===== src/rtl/character_motion_ctrl.sv =====
// Per-player sprite motion controller: once per video frame, steps position, facing,
// walk/jump/gravity physics and the animation frame index for the sprite renderer.
module character_motion_ctrl #(
    parameter int CHAR_WIDTH      = 40,
    parameter int CHAR_HEIGHT     = 50,
    parameter int X_MIN           = 0,
    parameter int X_MAX           = 639,
    parameter int GROUND_Y        = 380,
    parameter int START_X         = 100,
    parameter int START_FACE_LEFT = 0,
    parameter int WALK_SPEED      = 3,
    parameter int JUMP_VEL        = 12,
    parameter int GRAVITY         = 1,
    parameter int MAX_FALL        = 12,
    parameter int ANIM_DIV        = 8
) (
    input  logic       vga_clk,
    input  logic       Reset,
    input  logic       frame_tick,
    input  logic       respawn,
    input  logic       freeze,
    input  logic       move_left,
    input  logic       move_right,
    input  logic       jump,
    output logic [9:0] CharX,
    output logic [9:0] CharY,
    output logic       facing_left,
    output logic [1:0] anim_frame,
    output logic       grounded,
    output logic [1:0] state
);

    localparam logic [1:0] IDLE = 2'd0;
    localparam logic [1:0] WALK = 2'd1;
    localparam logic [1:0] RISE = 2'd2;
    localparam logic [1:0] FALL = 2'd3;

    localparam int ACW = (ANIM_DIV > 1) ? $clog2(ANIM_DIV) : 1;
    localparam logic [ACW-1:0] ANIM_LAST = ACW'(ANIM_DIV - 1);

    localparam logic signed [10:0] X_LO   = 11'(X_MIN);
    localparam logic signed [10:0] X_HI   = 11'(X_MAX - CHAR_WIDTH + 1);
    localparam logic signed [10:0] V_WALK = 11'(WALK_SPEED);
    localparam logic signed [10:0] Y_GND  = 11'(GROUND_Y);
    localparam logic signed [8:0]  V_GRAV = 9'(GRAVITY);
    localparam logic signed [8:0]  V_MAX  = 9'(MAX_FALL);
    localparam logic signed [7:0]  V_JUMP = 8'(GRAVITY - JUMP_VEL);

    // The standing sprite must fit within the 10-bit coordinate space.
    if (GROUND_Y + CHAR_HEIGHT > 1024) begin : g_param_check
        $error("character_motion_ctrl: GROUND_Y + CHAR_HEIGHT exceeds coordinate range");
    end

    logic signed [7:0]  vel_y;
    logic [ACW-1:0]     anim_cnt;
    logic               jump_armed;

    logic signed [10:0] dx, x_sum, y_new;
    logic signed [8:0]  v_sum;
    logic signed [7:0]  v_fall, v_nxt;
    logic [9:0]         x_nxt, y_nxt;
    logic [1:0]         st_nxt, walk_st, fr_nxt;
    logic [ACW-1:0]     cnt_nxt;
    logic               face_nxt, take_jump, armed_nxt;

    always_comb begin
        dx = '0;
        if (move_right && !move_left) begin
            dx = V_WALK;
        end else if (move_left && !move_right) begin
            dx = -V_WALK;
        end

        x_sum = $signed({1'b0, CharX}) + dx;
        if (x_sum < X_LO) begin
            x_nxt = X_LO[9:0];
        end else if (x_sum > X_HI) begin
            x_nxt = X_HI[9:0];
        end else begin
            x_nxt = x_sum[9:0];
        end

        face_nxt = facing_left;
        if (move_left && !move_right) begin
            face_nxt = 1'b1;
        end else if (move_right && !move_left) begin
            face_nxt = 1'b0;
        end

        walk_st = (dx != '0) ? WALK : IDLE;
        y_new   = $signed({1'b0, CharY}) + 11'(vel_y);
        v_sum   = 9'(vel_y) + V_GRAV;
        v_fall  = (v_sum > V_MAX) ? V_MAX[7:0] : v_sum[7:0];

        take_jump = 1'b0;
        y_nxt     = CharY;
        v_nxt     = vel_y;
        st_nxt    = state;

        if (!state[1]) begin
            if (jump && jump_armed) begin
                take_jump = 1'b1;
                y_nxt     = CharY - 10'(JUMP_VEL);
                v_nxt     = V_JUMP;
                st_nxt    = RISE;
            end else begin
                y_nxt  = Y_GND[9:0];
                v_nxt  = '0;
                st_nxt = walk_st;
            end
        end else begin
            if (y_new >= Y_GND) begin
                y_nxt  = Y_GND[9:0];
                v_nxt  = '0;
                st_nxt = walk_st;
            end else if (y_new < 11'sd0) begin
                y_nxt  = '0;
                v_nxt  = '0;
                st_nxt = FALL;
            end else begin
                y_nxt  = y_new[9:0];
                v_nxt  = v_fall;
                st_nxt = v_fall[7] ? RISE : FALL;
            end
        end

        armed_nxt = jump_armed;
        if (take_jump) begin
            armed_nxt = 1'b0;
        end else if (!jump) begin
            armed_nxt = 1'b1;
        end

        // Animation follows the state being entered on this tick.
        fr_nxt  = anim_frame;
        cnt_nxt = '0;
        case (st_nxt)
            WALK: begin
                if (anim_cnt == ANIM_LAST) begin
                    fr_nxt = anim_frame + 2'd1;
                end else begin
                    cnt_nxt = anim_cnt + ACW'(1);
                end
            end
            RISE:    fr_nxt = 2'd2;
            FALL:    fr_nxt = 2'd3;
            default: fr_nxt = 2'd0;
        endcase
    end

    always_ff @(posedge vga_clk) begin
        if (Reset || respawn) begin
            CharX       <= 10'(START_X);
            CharY       <= 10'(GROUND_Y);
            vel_y       <= '0;
            state       <= IDLE;
            facing_left <= (START_FACE_LEFT != 0);
            anim_frame  <= '0;
            anim_cnt    <= '0;
            jump_armed  <= 1'b1;
            grounded    <= 1'b1;
        end else if (frame_tick && !freeze) begin
            CharX       <= x_nxt;
            CharY       <= y_nxt;
            vel_y       <= v_nxt;
            state       <= st_nxt;
            facing_left <= face_nxt;
            anim_frame  <= fr_nxt;
            anim_cnt    <= cnt_nxt;
            jump_armed  <= armed_nxt;
            grounded    <= !st_nxt[1];
        end
    end

endmodule


===== config.mk =====
export PLATFORM = sky130hd
export DESIGN_NAME = character_motion_ctrl
export DESIGN_NICKNAME = d
export VERILOG_FILES = /design/src/rtl/character_motion_ctrl.sv
export SDC_FILE = /design/constraint.sdc
export NUM_CORES = 1
export LEC_CHECK = 0
export CORE_UTILIZATION = 45
export CTS_BUF_LIST = sky130_fd_sc_hd__clkbuf_8
export CTS_CLUSTER_DIAMETER = 200
export DETAILED_ROUTE_END_ITERATION = 10
export HOLD_SLACK_MARGIN = 0.12
export PLACE_DENSITY_LB_ADDON = 0.2
export SYNTH_ARGS = -nofsm -noshare
export SYNTH_HDL_FRONTEND = slang
export SYNTH_SLANG_ARGS = --single-unit
export TNS_END_PERCENT = 50

===== constraint.sdc =====
create_clock -name vga_clk -period 4.45 [get_ports vga_clk]
set_input_delay 1.335 -clock vga_clk [delete_from_list [all_inputs] [get_ports vga_clk]]
set_output_delay 1.335 -clock vga_clk [all_outputs]
set_load 0.05 [all_outputs]

* Word level (Yosys, flattened, before mapping) *
Cells that the tools add are included.

word-level totals
  register bits = 38
  bits of input ports = 8

cells by class
  $add $sub $neg = 6
  order comparisons = 5
  equal/unequal tests = 6
  muxes and demuxes = 29
  reduce and logical (&&, ||, !) cells = 14

operators by type and width
  cell                   number
  $mux 10                6
  $mux 8                 5
  $lt 11x1->1 const B    2
  $mux 11                2
  $add 11x11->11         1
  $add 11x8->11          1
  $ge 11x10->1 const B   1
  $gt 11x11->1 const B   1
  $reduce_bool 11->1     1
  $sub 10x4->10 const B  1
  $add 8x2->9 const B    1
  $gt 9x5->1 const B     1
  $mux 1                 9
  $mux 2                 4
  $mux 3                 2
  $pmux 2 s3             1
  $reduce_and 2->1       3
  $eq 2x2->1 const B     2
  $logic_and 1x1->1      4
  $logic_not 1->1        4
  $add 3x1->3 const B    1
  $eq 3x3->1 const B     1
  $add 2x1->2 const B    1
  $eq 2x1->1 const B     1
  other kinds (4)        4

* Depth between registers and ports, before layout *
  depth after elaboration = 11
  gate-level depth with buffers = 13
  mapped depth without buffers = 13

* Worst setup path after synthesis *
No wires, ideal clock.

  kind = input to register
  start = input move_left
  end = register CharX[7]
  arrival = 4019 ps
  required time = 4380 ps
  slack = 361 ps
  stages = 13
  path through = inv_1 > ha_1 > inv_1 > ha_1 > fa_1 > a21o_1 > a21boi_0 > o21ai_1 > a21o_1 > a21oi_1 > xor2_1 > or3b_1 > a21oi_1

between the ends
  cells in the longest elaborated chain, start to end = 7

RTL lines
  item                                                  line    text
  start, declared                                       22      input logic move_left,
  $logic_and 1x1->1 or $logic_not 1->1 (tied branches)  70, 68
  $mux 11 or $logic_and 1x1->1 (tied branches)          70, 68
  $mux 11 *                                             68      if (move_right && !move_left) begin
  $add 11x11->11 *                                      74      x_sum = $signed({1'b0, CharX}) + dx;
  $gt 11x11->1                                          77      end else if (x_sum > X_HI) begin
  $mux 10                                               77
  $mux 10 *                                             75      if (x_sum < X_LO) begin
  end signal, assigned                                  153     CharX <= 10'(START_X);
  end signal, assigned                                  163     CharX <= x_nxt;
  end, declared                                         25      output logic [9:0] CharX,

Mark *: on every way between the ends. The rest lies on a longest branch, timed or not.
A chain may end at the register's enable or synchronous reset.

* Worst setup path in the final report *
  start = input move_left
  end = register CharX[2]

The elaborated chain is that of the path after synthesis.

==> flow_metrics.tcl <==
set metrics [dict create \
    finish.cell_count_without_fillers 481 \
    clock-root-buffer "clkbuf_8" \
    crit_required_ns 4.64 \
    fin_area_um2 3610 \
    max-cap-violations 0 \
    portBuffers 33 \
    ys_types 70 \
    syn_inst 362 \
    cts_setup_buffers 0 \
    dp_slack_ns -0.144 \
    grt_setup_unrepaired "false" \
    grt_pass1_wl_um 12600 \
    detailed_place.area_um2 3460 \
    critical_path.cell_chain "clkdlybuf4s50_1, inv_1, ha_1, inv_1, ha_1, fa_1, a21o_1, a21boi_1, o21ai_1, a21o_1, a21oi_1, xor2_1, buf_4, nor3b_2, a221o_1" \
    synthesis.area_per_instance_um2 8.18 \
    design.portCount 34 \
    hpwlAfterDp_um 5590 \
    finalCriticalPeriod_ns 4.22 \
    hold_class "register to register" \
    fp.dieArea_um2 6910 \
    most-common-layout-cells "43 x nand2_1, 38 x dfxtp_1, 33 x clkdlybuf4s50_1" \
    post_route_cells_drive_above_1_share_pct 10.4 \
    totalWireLength_um 7520 \
    global_route.overflow_total 0 \
    worst_ep_arrival_time_ns 4.40 \
    ys_dominant_reg_cell "dfxtp_1" \
    layout_commonest_cell "nand2_1" \
    cts_num_sinks 38 \
    clock.fmax_mhz 237 \
    detail_route.iter0.violations 138 \
    post_cts_resize_count 0 \
    slew_viol_final 0 \
    grt_antenna_before_repair 0 \
    synthesis.nets 399 \
    area_growth_pct 21.7 \
    critPathTopFamily "compound AO/OA/AOI/OAI gates" \
    clkPwrFrac_pct 40.3 \
    chipWidth_um 83.1 \
    pin_slew_with_the_least_headroom_to_its_limit_ns 0.686 \
    worst_ir_drop_vdd_mv 0.205 \
    worstSetupStartpoint "move_left" \
    crit_fanout 4 \
    postSynthRegisterBits 38 \
    cts_made_buffers 5 \
    clk_lat_worst_skew_ns 0.29 \
    layout.nets 440 \
    seq_power_share_pct 38.6 \
    synthesis.area_um2 2960 \
    rows 29 \
    grt.total_usage_pct 22.1 \
    initial_core_util_pct 46.7 \
    drtPass1Iterations 4 \
    power.share.switching_pct 27.6 \
    seq_area_frac_synth_pct 25.7 \
    via_count 2846 \
    ys_async_sr_fraction_pct 0 \
    drt-vias-per-instance 5.92 \
    internal-power_mw 0.670 \
    synth_enable_flop_cells 0 \
    ctsHoldBuffers 0 \
    gp_routability_congestion 0.827 \
    power_frac_comb_pct 21.2 \
    min-delay-start "grounded" \
    clock_skew_ns 0.00725 \
    start_kind "input pin" \
    ys_warn_count 0 \
    finalSetupViolations 0 \
    timing.final.ws_setup_ns 0.233 \
    chipHeight_um 83.1 \
    worstSetupEndpointType "register" \
    cts-htree-levels 2 \
    wire_per_inst_um 15.6 \
    clockBufferDepth 2 \
    power_leakage_nw 1.46 \
    clk_pin_slew_worst_paths_ns 0.08 \
    critical_path_buf_inv_count 4 \
    timing_worst_setup_path_type "input pin to register" \
    share_of_the_clock_period_used_by_the_worst_path_after_layout_pct 94.8 \
    slowest_delay_ns 0.48 \
    tritoncts "yes" \
    insertedDiodeCount 0 \
    finalHoldWorstSlack_ns 0.482 \
    placed_cells 473 \
    power_per_cell_area_nw_per_um2 256 \
    first_global_vias 2627 \
    largest_net_degree_at_the_start_of_global_routing 33 \
    cp_slowest_cell "clkdlybuf4s50_1" \
    timing_hold_violations_final 0 \
    regToRegStartpoint "vel_y[0]" \
    run_status "complete, no violations" \
    filler_cell_count 591 \
    fp.coreArea_um2 6350 \
    power.switching_mw 0.255 \
    drc 0 \
    drtAntennaViolNets 0 \
    maxSlewHeadroom_pct 54.2 \
]
==> power groups by stage <==
stage               registers, mW  logic (mW)  clock network, mW
finish                      0.357       0.196              0.372
global route                0.358       0.214              0.388
CTS                         0.357       0.195              0.374
detailed placement          0.365       0.194                  0
global placement            0.365       0.192                  0
floorplan                   0.377       0.117                  0
==> cell type report <==
class | instances | area [µm²] | area share, %
Tap cell | 77 | 96.3 | 2.67
Inverter | 9 | 33.8 | 0.937
Multi-Input combinational cell | 296 | 2090 | 58.0
Sequential cell | 38 | 761 | 21.1
Timing Repair Buffer | 53 | 480 | 13.3
Clock buffer | 6 | 82.6 | 2.29
Clock inverter | 2 | 60.1 | 1.67
==> registers in the layout, summed over array words and instances, names as in the netlist <==
register     cells
CharX           10
state            2
jump_armed       1
anim_frame       2
facing_left      1
CharY           10
anim_cnt         3
vel_y            8
grounded         1
==> worst register-to-register path, cell delays in order, from the launching register on <==
cell and delay [ns]:
dfxtp_1 0.37, ha_1 0.23, fa_1 0.44, a211oi_1 0.32
or2_1 0.23, a21oi_2 0.11, a31oi_4 0.21, xnor2_2 0.16
nand4bb_1 0.53, o31ai_1 0.59, o32ai_1 0.17
==> worst paths after layout <==
kind | end | slack (ns) | cells after the start
worst max-delay path | CharX[2] | 0.23 | 15
worst min-delay path | grounded | 0.48 | 2
worst max register to register | anim_frame[0] | 0.97 | 10
worst min register to register | grounded | 0.48 | 2
==> metrics by stage <==
step / util, % / total power [mW] / TNS [ns]
2_1_floorplan: - / 0.494 / 0
3_3_place_gp: 54.5 / 0.556 / -0.351
3_5_place_dp: 54.5 / 0.559 / -0.847
4_1_cts: 56.8 / 0.926 / 0
5_1_grt: 56.8 / 0.960 / 0
6_report: 56.8 / 0.925 / 0
==> routing by layer <==
layer  part of all wire [%]  track usage [%]
met2                     47             36.1
met4                   0.32             5.33
met3                    4.5             3.58
met1                     48             30.5
met5                      0                0
==> synth_stat cells (all sizes together) (5+ instances only) <==
cell type / instances / area, µm²
nor2b: 7 / 43.8
nand2: 43 / 161
dfxtp: 38 / 761
clkbuf: 16 / 61.3
or3: 5 / 31.3
xnor2: 8 / 77.6
a21o: 8 / 60.1
nor2: 21 / 78.8
ha: 27 / 338
xor2: 9 / 78.8
nand3: 11 / 55.1
inv: 9 / 33.8
o211ai: 5 / 37.5
a31oi: 8 / 65.1
o21ai: 20 / 100
a21oi: 32 / 164
==> logic make-up after synthesis <==
logic type / share of synthesized area, %
buffers and inverters: 3.72
DFF: 25.7
and+or+nand+nor: 20.4
AOI/OAI and AO/OA: 32.1
adders and majority gates: 12.8
xor gates and xnor gates: 5.28
Power figures use the tool's default switching activity.
==> RTL edit 1 (same flow settings) <==
Set the parameter `ANIM_DIV` to 16 (it was 8).
--- a/src/rtl/character_motion_ctrl.sv
+++ b/src/rtl/character_motion_ctrl.sv
@@ -13,5 +13,5 @@
     parameter int GRAVITY         = 1,
     parameter int MAX_FALL        = 12,
-    parameter int ANIM_DIV        = 8
+    parameter int ANIM_DIV        = 16
 ) (
     input  logic       vga_clk,
Check against the original RTL: not equivalent (a bounded check fails within 10 cycles, from zero or initial values).
==> RTL edit 1 against the original RTL <==
Final area increased by 1.7%; setup slack worse by 0.017 ns; synthesized area up 6.2%; synthesized cell count grew 8.3%; core utilization down 2.5 points; sequential cell count is 1 higher; routed wire length increased by 3.6%; largest power group is now registers; total power fell by 7.1%; sequential power increased by 2%; critical path type unchanged.
==> RTL edit 1: results (changes against the original RTL) <==
Parameter                              Value

Critical path
  CP arrival ... 4.45 ns (+0.05 ns)
  Count of cells along the worst register-to-register path ... 11 (+1)
  CP max stage cell ... sky130_fd_sc_hd__or4_1
  Register-to-register setup slack ... 0.90 ns (-0.07 ns)
  Delay of the slowest critical-path stage ... 0.53 ns (+0.05 ns)
  Largest fanout of any net on the critical path ... 2 (-2)

Placed design
  Placed cells ... 499 (+5.5%)
  Worst setup slack before clock tree synthesis ... -0.375 ns (-0.231 ns)
  Gp weighted congestion ... 0.842 (+1.8%)
  HPWL Detailed ... 5810 µm (+3.9%)

Power and ir drop
  Power dissipated by switching net loads ... 0.000261 W (+2.4%)
  Peak supply drop ... 0.144 mV (-30%)

Global routing
  Tot GR Track Use ... 0.224 (+0.00230)
  Maximum number of pins on one net before global-route repair ... 29 (-12%)
  Via count of the first global-routing pass ... 2780 (+5.8%)

Yosys
  Post-synthesis compound-gate area fraction ... 0.306 (-0.0151)
  Count of distinct cell types in the synthesized netlist ... 69 (-1.4%)
  Synthesized netlist net count ... 427 (+7.0%)
  Share of synthesized cell area in full adder, half adder and majority cells ... 0.112 (-0.0154)
  Share of the synthesized netlist area taken by xor and xnor gates ... 0.0505 (-0.00227)
  Mux cell area share after synthesis ... 0.00636 (+0.00636)
  Cell count after synthesis ... 392 (+8.3%)
  Sequential-to-total area share from yosys stat ... 0.248 (-0.00855)

Hold path
  Hold endpoint ... state[0]$_SDFFE_PP0P_

Routing
  Via Count ... 3009 (+5.7%)
  Routed vias/inst ... 5.93 (+0.31%)

Cells and area
  Fraction of layout cells with a size suffix above 1 ... 0.0984 (-0.00560)
  Layout Nets ... 461 (+4.8%)

Timing
  PnR worst setup slack ... 0.216 ns (-0.0169 ns)
  Final clock skew ... 0.00602 ns (-0.00123 ns)
  Actual transition at the worst max-transition pin ... 0.533 ns (-0.154 ns)

Outcome
  Status ... complete, no violations
-- RTL edit 1: cell count changes after synthesis, sizes merged, moves of 5 or more --
cell and change:
a21oi +14, nor2b -5, a31oi -8, nand3b +5, nor2 +5, o21ai +18
nor3 +7, a211oi +5, and3 +5, nand3 +6
-- RTL edit 1: repair_timing --
item                                    in CTS  in global routing
gates resized for setup                      1                  1
setup buffers                                0                  0
hold buffers                                 0                  0
endpoints found under the setup margin       6                  4
-- RTL edit 1: cell type report --
class                      instances  area, µm²
fill                             650       3090
clock buffer                       5       68.8
timing repair buffer              43        405
clock inverter                     3       43.8
inverter                           9       33.8
multi-input combinational        328       2240
tap                               80        100
sequential                        39        781
-- RTL edit 1: logic make-up (layout without fill, tap and decap cells) --
| group | Yosys count | after routing |
|---|---|---|
| buffers and inverters | 25 | 60 |
| adder cells (fa/ha/maj) | 27 | 27 |
| XOR/XNOR | 16 | 16 |
| multiplexers | 2 | 2 |
| flip-flops | 39 | 39 |
| AO/OA/AOI/OAI | 144 | 144 |
| AND/OR/NAND/NOR | 139 | 139 |
-- RTL edit 1: power by group through the flow --
stage	sequential, W	clock [W]	combinational, W
after floorplan	0.000385	0	0.000128
after global placement	0.000373	0	0.000189
after detailed placement	0.000373	0	0.000192
after CTS	0.000365	0.000307	0.000193
after global routing	0.000366	0.000325	0.000215
final	0.000365	0.000299	0.000195
-- RTL edit 1: stage by stage --
step	utilization	area, µm²
2_1_floorplan	-	3150
3_3_place_gp	0.525	3540
3_5_place_dp	0.525	3540
4_1_cts	0.542	3660
5_1_grt	0.543	3670
6_report	0.543	3670
-- RTL edit 1: worst max-delay path by stage --
stage / to / start / cells after the start
2_1_floorplan: CharX[3]$_SDFFE_PP0P_ / move_left / 14
3_3_place_gp: CharX[3]$_SDFFE_PP0P_ / move_left / 15
3_5_place_dp: CharX[3]$_SDFFE_PP0P_ / move_left / 15
4_1_cts: CharX[3]$_SDFFE_PP0P_ / move_left / 15
5_1_grt: CharX[4]$_SDFFE_PP0P_ / move_left / 15
6_report: CharX[9]$_SDFFE_PP0P_ / move_left / 14
-- RTL edit 1: routing by layer --
layer	track usage	up-vias	wire length, µm
li1	-	1539	-
met3	0.0318	2	286
met1	0.320	1409	3990
met4	0.0470	0	37
met2	0.358	59	3470
met5	0	-	0
==> RTL edit 2 (config.mk and constraints unchanged) <==
Without the edit above. Put one more register stage on the output `CharX`, without a reset. The value now appears one clock later. The other outputs are not delayed to match.
--- a/src/rtl/character_motion_ctrl.sv
+++ b/src/rtl/character_motion_ctrl.sv
@@ -47,4 +47,6 @@
     localparam logic signed [7:0]  V_JUMP = 8'(GRAVITY - JUMP_VEL);
 
+    logic [9:0] CharX_s0;
+
     // The standing sprite must fit within the 10-bit coordinate space.
     if (GROUND_Y + CHAR_HEIGHT > 1024) begin : g_param_check
@@ -72,5 +74,5 @@
         end
 
-        x_sum = $signed({1'b0, CharX}) + dx;
+        x_sum = $signed({1'b0, CharX_s0}) + dx;
         if (x_sum < X_LO) begin
             x_nxt = X_LO[9:0];
@@ -151,5 +153,5 @@
     always_ff @(posedge vga_clk) begin
         if (Reset || respawn) begin
-            CharX       <= 10'(START_X);
+            CharX_s0    <= 10'(START_X);
             CharY       <= 10'(GROUND_Y);
             vel_y       <= '0;
@@ -161,5 +163,5 @@
             grounded    <= 1'b1;
         end else if (frame_tick && !freeze) begin
-            CharX       <= x_nxt;
+            CharX_s0    <= x_nxt;
             CharY       <= y_nxt;
             vel_y       <= v_nxt;
@@ -173,4 +175,8 @@
     end
 
+    always_ff @(posedge vga_clk) begin
+        CharX <= CharX_s0;
+    end
+
 endmodule
 
Check against the original RTL: not equivalent (a bounded check fails within 4 cycles, from zero or initial values).
==> RTL edit 2 against the original RTL <==
Routed wire length rose by 7.9%; maximum frequency down 2.9%; non-clock buffer count rose by 1; synthesized cell count increased by 6.1%; sequential power up 25%; hold slack got worse by 0.10 ns; final area is 7.8% higher; synthesized area rose by 7.9%; sequential cell count increased by 10; total power grew 6.1%; setup slack worse by 0.13 ns; critical endpoint is now CharX_s0[2]$_SDFFE_PP1P_; largest cell class unchanged; highest routed layer unchanged.
==> RTL edit 2: results (changes against the original RTL) <==
Parameter                              Value

Outcome
  Status ... complete, no violations

Critical path
  CP arrival ... 4.55 ns (+0.15 ns)
  Largest fanout of any net on the critical path ... 3 (-1)
  Endpoint of the worst-slack reg-to-reg timing path ... vel_y[1]$_SDFFE_PP0P_

Cells and area
  Combined flip-flop and latch cell area ... 961 µm² (+26%)
  Filler Cell Count ... 677 (+15%)
  Multi-input logic cell count ... 310 (+4.7%)
  Registers with the highest flip-flop counts ... CharX (10), CharX_s0 (10), CharY (10)
  Clk cell area share ... 0.0296 (-0.00994)
  Sequential portion of the cell area ... 0.247 (+0.0363)
  Area grow syn2layout ... 21.6% (about the same)
  Layout Nets ... 469 (+6.6%)
  Bufs w/o clock ... 54 (+1.9%)

Power and ir drop
  Sequential power ... 0.000447 W (+25%)
  Sw Share ... 0.296 (+0.0202)

Yosys
  Post-synthesis compound-gate area fraction ... 0.318 (-0.00304)
  Mux cell area share after synthesis ... 0.00313 (+0.00313)
  Sequential-to-total area share from yosys stat ... 0.301 (+0.0439)
  Most area-consuming cells after synthesis ... sky130_fd_sc_hd__dfxtp_1 (30%), sky130_fd_sc_hd__ha_1 (11%), sky130_fd_sc_hd__a21oi_1 (5.3%)
  Share of synthesized cell area in full adder, half adder and majority cells ... 0.118 (-0.00929)
  Share of the synthesized netlist area taken by xor and xnor gates ... 0.0384 (-0.0144)
  Flops & latches, synth ... 48 (+26%)
  Synthesized netlist net count ... 421 (+5.5%)
  Ranking of synthesized cells by instance count ... sky130_fd_sc_hd__dfxtp_1 (48), sky130_fd_sc_hd__nand2_1 (43), sky130_fd_sc_hd__a21oi_1 (34), sky130_fd_sc_hd__nor2_1 (28), sky130_fd_sc_hd__ha_1 (27)

Global routing
  Via count of the first global-routing pass ... 2793 (+6.3%)
  Global-route wire length before repair ... 13400 µm (+6.4%)
  Tot GR Track Use ... 0.227 (+0.00555)
  Global-route met3 utilization ... 0.0286 (-0.00721)
  Maximum number of pins on one net before global-route repair ... 27 (-18%)
  Met1 Use GR ... 0.314 (+0.00947)
  Routing usage on met2 ... 0.369 (+0.00801)

Placed design
  Gp weighted congestion ... 0.937 (+13%)
  Placement Cell Area ... 3750 µm² (+8.2%)
  Worst setup slack before clock tree synthesis ... -0.351 ns (-0.207 ns)
  HPWL Detailed ... 5910 µm (+5.8%)
  Placed cells ... 521 (+10%)

Timing
  Final clock skew ... 0.00468 ns (-0.00257 ns)
  Worst hold slack ... 0.377 ns (-0.105 ns)

CTS
  Worst-Skew Late Latency ... 0.31 ns (+0.02 ns)

Routing
  Routed vias/inst ... 5.82 (-1.7%)
  M1 WL ... 3980 µm (+10%)
  Met2 WL ... 3730 µm (+5.3%)
  Average detailed-routed wire length per instance ... 15.3 µm (-1.9%)
  Violation count after the first detailed-route iteration ... 168 (+22%)
RTL edit 2: cell types whose count changed after synthesis, sizes merged, moves of 5 or more:
| cell | delta |
|---|---|
| a211o | +6 |
| a31oi | -5 |
| clkbuf | -6 |
| dfxtp | +10 |
| nor2 | +7 |
| nor3 | +5 |
| o21ai | +9 |
RTL edit 2: worst max-delay path by stage:
stage	startpoint	endpoint	slack [ns]
final	move_left	CharX_s0[2]$_SDFFE_PP1P_	0.11
after detailed placement	move_left	CharX_s0[2]$_SDFFE_PP1P_	-0.35
after global routing	move_left	CharX_s0[2]$_SDFFE_PP1P_	0.0001
after CTS	move_left	CharX_s0[8]$_SDFFE_PP0P_	0.04
after floorplan	move_left	CharX_s0[8]$_SDFFE_PP0P_	0.26
after global placement	move_left	CharX_s0[8]$_SDFFE_PP0P_	-0.23
RTL edit 2: timing repair:
item / in CTS / in global routing
cloned: 0 / 0
pin swaps: 1 / 4
hold endpoints to repair: 0 / 0
resized for setup: 3 / 4
endpoints found under the setup margin: 2 / 2
